===== config.mk =====
export PLATFORM = sky130hd
export DESIGN_NAME = ula_arbiter
export DESIGN_NICKNAME = d
export VERILOG_FILES = /design/src/rtl/ula_pkg.sv /design/src/rtl/ula_core.sv /design/src/rtl/ula_arbiter.sv
export SDC_FILE = /design/constraint.sdc
export NUM_CORES = 1
export LEC_CHECK = 0
export BUFFER_PORTS_ARGS = -buffer_cell sky130_fd_sc_hd__buf_2
export CAP_MARGIN = 20
export CORE_ASPECT_RATIO = 1.5
export CORE_MARGIN = 2
export CORE_UTILIZATION = 55
export CTS_CLUSTER_DIAMETER = 30
export CTS_CLUSTER_SIZE = 12
export DETAILED_ROUTE_END_ITERATION = 16
export HOLD_SLACK_MARGIN = 0.12
export PLACE_DENSITY = 0.83
export SLEW_MARGIN = 25
export SYNTH_ARGS = -nofsm -noshare
export SYNTH_HDL_FRONTEND = slang
export SYNTH_HIERARCHICAL = 1
export SYNTH_SLANG_ARGS = --single-unit

===== constraint.sdc =====
create_clock -name clk -period 11.06 [get_ports clk]
set_clock_uncertainty 0.2 [all_clocks]
set_input_delay 0.553 -clock clk [delete_from_list [all_inputs] [get_ports clk]]
set_output_delay 0.553 -clock clk [all_outputs]
set_load 0.02 [all_outputs]

===== src/rtl/ula_pkg.sv =====
// Shared types for the ULA arbiter slice: opcode and response-state enums,
// default datapath widths.
// Optional build macro: ULA_ARB_SATURATE_EN (saturating ADD/SUB results).
package ula_pkg;

  localparam int N_DEFAULT     = 8;
  localparam int CNT_W_DEFAULT = 16;

  typedef enum logic [1:0] {
    OP_AND = 2'b00,
    OP_OR  = 2'b01,
    OP_ADD = 2'b10,
    OP_SUB = 2'b11
  } ula_op_t;

  typedef enum logic {
    EMPTY = 1'b0,
    FULL  = 1'b1
  } arb_state_t;

endpackage


===== src/rtl/ula_core.sv =====
// Combinational signed ALU: AND / OR / ADD / SUB with overflow flag.
// Build macro ULA_ARB_SATURATE_EN clamps overflowing ADD/SUB results to the
// signed range limits; otherwise results wrap modulo 2^N.
module ula_core
  import ula_pkg::*;
#(
  parameter int N = N_DEFAULT
) (
  input  logic [N-1:0] a,
  input  logic [N-1:0] b,
  input  logic [1:0]   op,
  output logic [N-1:0] s,
  output logic         flag
);

  logic [N-1:0] sum;
  logic [N-1:0] diff;
  logic [N-1:0] wrapped;
  logic         sign_a;
  logic         sign_b;

  assign sum    = a + b;
  assign diff   = a - b;
  assign sign_a = a[N-1];
  assign sign_b = b[N-1];

  // Select the operation and derive the signed overflow flag.
  always_comb begin
    wrapped = '0;
    flag    = 1'b0;
    unique case (ula_op_t'(op))
      OP_AND: wrapped = a & b;
      OP_OR:  wrapped = a | b;
      OP_ADD: begin
        wrapped = sum;
        flag    = (sign_a == sign_b) && (sum[N-1] != sign_a);
      end
      OP_SUB: begin
        wrapped = diff;
        flag    = (sign_a != sign_b) && (diff[N-1] != sign_a);
      end
      default: ;
    endcase
  end

`ifdef ULA_ARB_SATURATE_EN
  // On overflow the true result always carries the sign of A, so A's sign
  // picks the clamp limit.
  always_comb begin
    s = wrapped;
    if (flag) begin
      s = sign_a ? {1'b1, {(N-1){1'b0}}} : {1'b0, {(N-1){1'b1}}};
    end
  end
`else
  assign s = wrapped;
`endif

endmodule


===== src/rtl/ula_arbiter.sv =====
// Two-requester round-robin front end for a shared signed ALU. One request is
// accepted per cycle into a single result register that is presented on a
// valid/ready response channel tagged with the requester ID. Also keeps a
// saturating count of overflowing operations.
// Build macro ULA_ARB_SATURATE_EN is forwarded to ula_core (saturating results).
module ula_arbiter
  import ula_pkg::*;
#(
  parameter int N     = N_DEFAULT,
  parameter int CNT_W = CNT_W_DEFAULT
) (
  input  logic             clk,
  input  logic             reset,
  input  logic             req0_valid,
  output logic             req0_ready,
  input  logic [N-1:0]     req0_a,
  input  logic [N-1:0]     req0_b,
  input  logic [1:0]       req0_op,
  input  logic             req1_valid,
  output logic             req1_ready,
  input  logic [N-1:0]     req1_a,
  input  logic [N-1:0]     req1_b,
  input  logic [1:0]       req1_op,
  output logic             rsp_valid,
  input  logic             rsp_ready,
  output logic [N-1:0]     rsp_s,
  output logic             rsp_flag_o,
  output logic             rsp_id,
  output logic [CNT_W-1:0] ovf_count
);

  arb_state_t   state;
  logic         last_grant;
  logic         grant;
  logic         can_accept;
  logic         accept;
  logic [N-1:0] sel_a;
  logic [N-1:0] sel_b;
  logic [1:0]   sel_op;
  logic [N-1:0] core_s;
  logic         core_flag;

  // Round-robin pick: a lone requester wins, a tie goes to the one not
  // granted last time.
  always_comb begin
    grant = 1'b0;
    if (req0_valid && req1_valid) begin
      grant = ~last_grant;
    end else if (req1_valid) begin
      grant = 1'b1;
    end
  end

  // A result being drained this cycle frees the register for a new accept.
  assign can_accept = !reset && ((state == EMPTY) || (rsp_valid && rsp_ready));
  assign req0_ready = can_accept && req0_valid && !grant;
  assign req1_ready = can_accept && req1_valid && grant;
  assign accept     = req0_ready || req1_ready;

  assign sel_a  = grant ? req1_a  : req0_a;
  assign sel_b  = grant ? req1_b  : req0_b;
  assign sel_op = grant ? req1_op : req0_op;

  ula_core #(
    .N(N)
  ) u_core (
    .a    (sel_a),
    .b    (sel_b),
    .op   (sel_op),
    .s    (core_s),
    .flag (core_flag)
  );

  // Response FSM: load the result on accept, release it on drain; also
  // track the last grant and count overflowing accepts.
  always_ff @(posedge clk or posedge reset) begin
    if (reset) begin
      state      <= EMPTY;
      rsp_valid  <= 1'b0;
      rsp_s      <= '0;
      rsp_flag_o <= 1'b0;
      rsp_id     <= 1'b0;
      last_grant <= 1'b1;
      ovf_count  <= '0;
    end else begin
      if (accept) begin
        state      <= FULL;
        rsp_valid  <= 1'b1;
        rsp_s      <= core_s;
        rsp_flag_o <= core_flag;
        rsp_id     <= grant;
        last_grant <= grant;
        if (core_flag && (ovf_count != '1)) begin
          ovf_count <= ovf_count + CNT_W'(1);
        end
      end else if (rsp_valid && rsp_ready) begin
        state     <= EMPTY;
        rsp_valid <= 1'b0;
      end
    end
  end

endmodule


==> flow_metrics.py <==
metrics = {
    "outcome": {
        "status": "completed",
    },
    "placement": {
        "portBuffers": 69,
        "gp_congestion": 0.844,
        "dp_hpwl_microns": 4500,
    },
    "timing": {
        "min_period_ns": 4.18,
        "hold_viol_final": 0,
        "fmax_mhz": 239,
        "finalCritPeriodShare_pct": 37.8,
        "relSlewSlack_pct": 61.0,
        "tns_ns": 0,
        "tightest_slew_ns": 0.585,
        "drv_slew": 0,
        "setup_viol": 0,
        "rsz0062_at_grt": "false",
    },
    "finish": {
        "final_util_pct": 66.7,
        "area_growth_syn_to_layout_pct": 17.7,
        "layout_common_cells": "buf_2 (69), dfrtp_1 (27), mux2_2 (26)",
        "antennaDiodeCount": 0,
        "final_common_cell": "buf_2",
        "drive_gt1_share_pct": 32.4,
        "final_nets": 412,
    },
    "pwr": {
        "vdd_drop_max_v": 0.000118,
        "p_leak_nw": 1.54,
        "clkPwrFrac_pct": 19.3,
        "pwr-share-seq_pct": 34.4,
        "power_density_mw_per_mm2": 137,
        "switching_share_pct": 38.0,
        "power.share.combinational_pct": 46.4,
        "switchingPower_w": 0.000156,
        "intPower_w": 0.000254,
    },
    "die": {
        "ios": 70,
        "dieArea_sq_mm": 0.00517,
        "core-area_sq_mm": 0.00447,
        "die_h_microns": 87.1,
        "die_x_microns": 59.4,
        "rows": 30,
        "start_util_pct": 56.7,
    },
    "synthesis": {
        "yosysTopAreaCell": "dfrtp_1",
        "yosysWarnings": 6,
        "yosysTopAreaCellShare_pct": 26.7,
        "ys_seq_elements": 28,
        "synth_cell_types": 50,
        "syn_area_sq_mm": 0.00253,
        "synthFlopType": "dfrtp_1",
        "synth_edf_count": 0,
        "synthArstFlopShare_pct": 100,
        "synth_seq_area_share_pct": 27.7,
        "synth_cells": 278,
        "synth_area_leaders": "dfrtp_1 (27%), ha_1 (12%), mux2_2 (12%), inv_1 (3.7%), xor2_1 (3.5%)",
        "synth_nets": 346,
        "syn_area_per_cell_sq_um": 9.11,
    },
    "critical_path": {
        "rr_endpoint": "ovf_count[11]",
        "worstSetupEndpoint": "ovf_count[11]",
        "worst_r2r_path_depth": 14,
        "worstPathMaxFanout": 20,
        "reg2reg_slack_ns": 6.88,
        "critPathCaptureType": "flip-flop",
        "worstPathRequired_ns": 11.05,
        "worstSetupPathType": "reg2reg",
        "startpoint": "last_grant",
        "r2r_start": "last_grant",
        "cp-start-kind": "flip-flop",
        "cp.arrival_ns": 4.17,
    },
    "grt": {
        "grt_use_total_pct": 23.0,
        "grt_max_degree": 31,
        "grt-ovfl-total": 0,
        "first_global_vias": 2165,
        "grt_pass1_wl_microns": 9380,
        "antenna_found_initial": 0,
    },
    "clock_tree": {
        "path_clk_slew_ns": 0.09,
        "postCtsSetupBuffers": 0,
        "clock-sinks": 28,
        "root_buffer": "clkbuf_8",
        "cts_tree": "yes",
        "cts_buffers": 3,
        "hold_buffers": 0,
        "postCtsResizedCells": 0,
        "clock_path_buffers": 2,
        "clock_latency_ns": 0.27,
        "h-tree-depth": 1,
    },
    "drt": {
        "wirelength_microns": 5580,
        "drcViolationCount": 0,
        "vias": 2245,
        "drtPass1Iterations": 4,
        "dr.first_iter.drc_count": 54,
        "via_per_inst": 5.74,
        "final_antenna_net_count": 0,
        "avgRoutedWirePerCell_microns": 14.3,
    },
    "hold_path": {
        "hold_class": "in2async",
    },
    "job": {
        "drv_cap": 0,
    },
}
-- worst min-delay path by stage --
stage,end,cells past startpoint,slack (ns)
2_1_floorplan,last_grant,2,0.30
6_report,rsp_id,2,0.16
4_1_cts,rsp_id,1,0.28
3_5_place_dp,rsp_id,1,0.26
5_1_grt,ovf_count[2],2,0.22
3_3_place_gp,rsp_id,1,0.26
-- flip-flops by register name, summed over array words and instances, names as in the netlist --
signal      flops
ovf_count      16
state           1
last_grant      1
rsp_s           8
rsp_id          1
rsp_flag_o      1
-- worst max-delay path, stage by stage, from the launching register on --
cell and delay (ns):
dfstp_2 0.56, a21boi_2 0.05, buf_4 0.21, mux2_2 0.28, inv_1 0.05, ha_1 0.44, nor3b_1 0.11, o31ai_1 0.32
a21oi_1 0.15, or4_1 0.52, nand3_1 0.10, o21a_1 0.13, nand3_1 0.33, nor4_1 0.47, xor2_1 0.18
-- synth_stat cells, drive strengths merged (7+ instances only) --
cell type and instances:
nor4 7, xor2 10, nand2 19, dfrtp 27, mux2 27, xnor2 7
nand3 9, inv 25, ha 25, a21oi 8, nor3 8, nor2 12
nand4 7, o21ai 16
-- power by group through the flow --
stage	Sequential (W)	Combinational, W	Clock [W]
2_1_floorplan	0.000166	0.000112	0
3_3_place_gp	0.000143	0.000185	0
3_5_place_dp	0.000143	0.000190	0
4_1_cts	0.000141	0.000190	0.0000802
5_1_grt	0.000144	0.000211	0.0000831
6_report	0.000141	0.000190	0.0000788
-- final cells by class --
cell class | count | area [sq um]
well taps | 48 | 60.1
clock buffers | 3 | 41.3
fillers | 372 | 1490
repair buffers | 70 | 353
inverters | 26 | 97.6
multi-input cells | 215 | 1700
flip-flops and latches | 28 | 702
clock inverters | 1 | 30.0
-- kinds of logic after synthesis --
family / share of synthesized area [%]
XOR/XNOR: 5.88
multiplexers: 13.3
adder cells (fa/ha/maj): 13.9
flip-flops: 27.7
buffers and inverters: 5.43
AND/OR/NAND/NOR: 19.4
AO/OA/AOI/OAI: 14.3
-- layer usage --
metal / up-vias / GRT usage, % / wire length, microns
met5: - / 0 / 0
met4: 0 / 8.06 / 87
met3: 9 / 1.93 / 238
met2: 59 / 43.7 / 3050
met1: 1057 / 25.7 / 2200
li1: 1120 / - / -
-- through the flow --
stage | cell area, sq um | instances | worst slack (ns) | hold slack (ns) | total power (W)
4_1_cts | 2980 | 391 | 6.83 | 0.285 | 0.000411
2_1_floorplan | 2530 | 278 | 6.95 | 0.303 | 0.000278
6_report | 2980 | 391 | 6.88 | 0.163 | 0.000409
5_1_grt | 2980 | 391 | 6.47 | 0.220 | 0.000438
3_3_place_gp | 2910 | 387 | 6.68 | 0.256 | 0.000327
3_5_place_dp | 2910 | 387 | 6.60 | 0.262 | 0.000332
No activity file was read; power rests on OpenSTA's default activity.
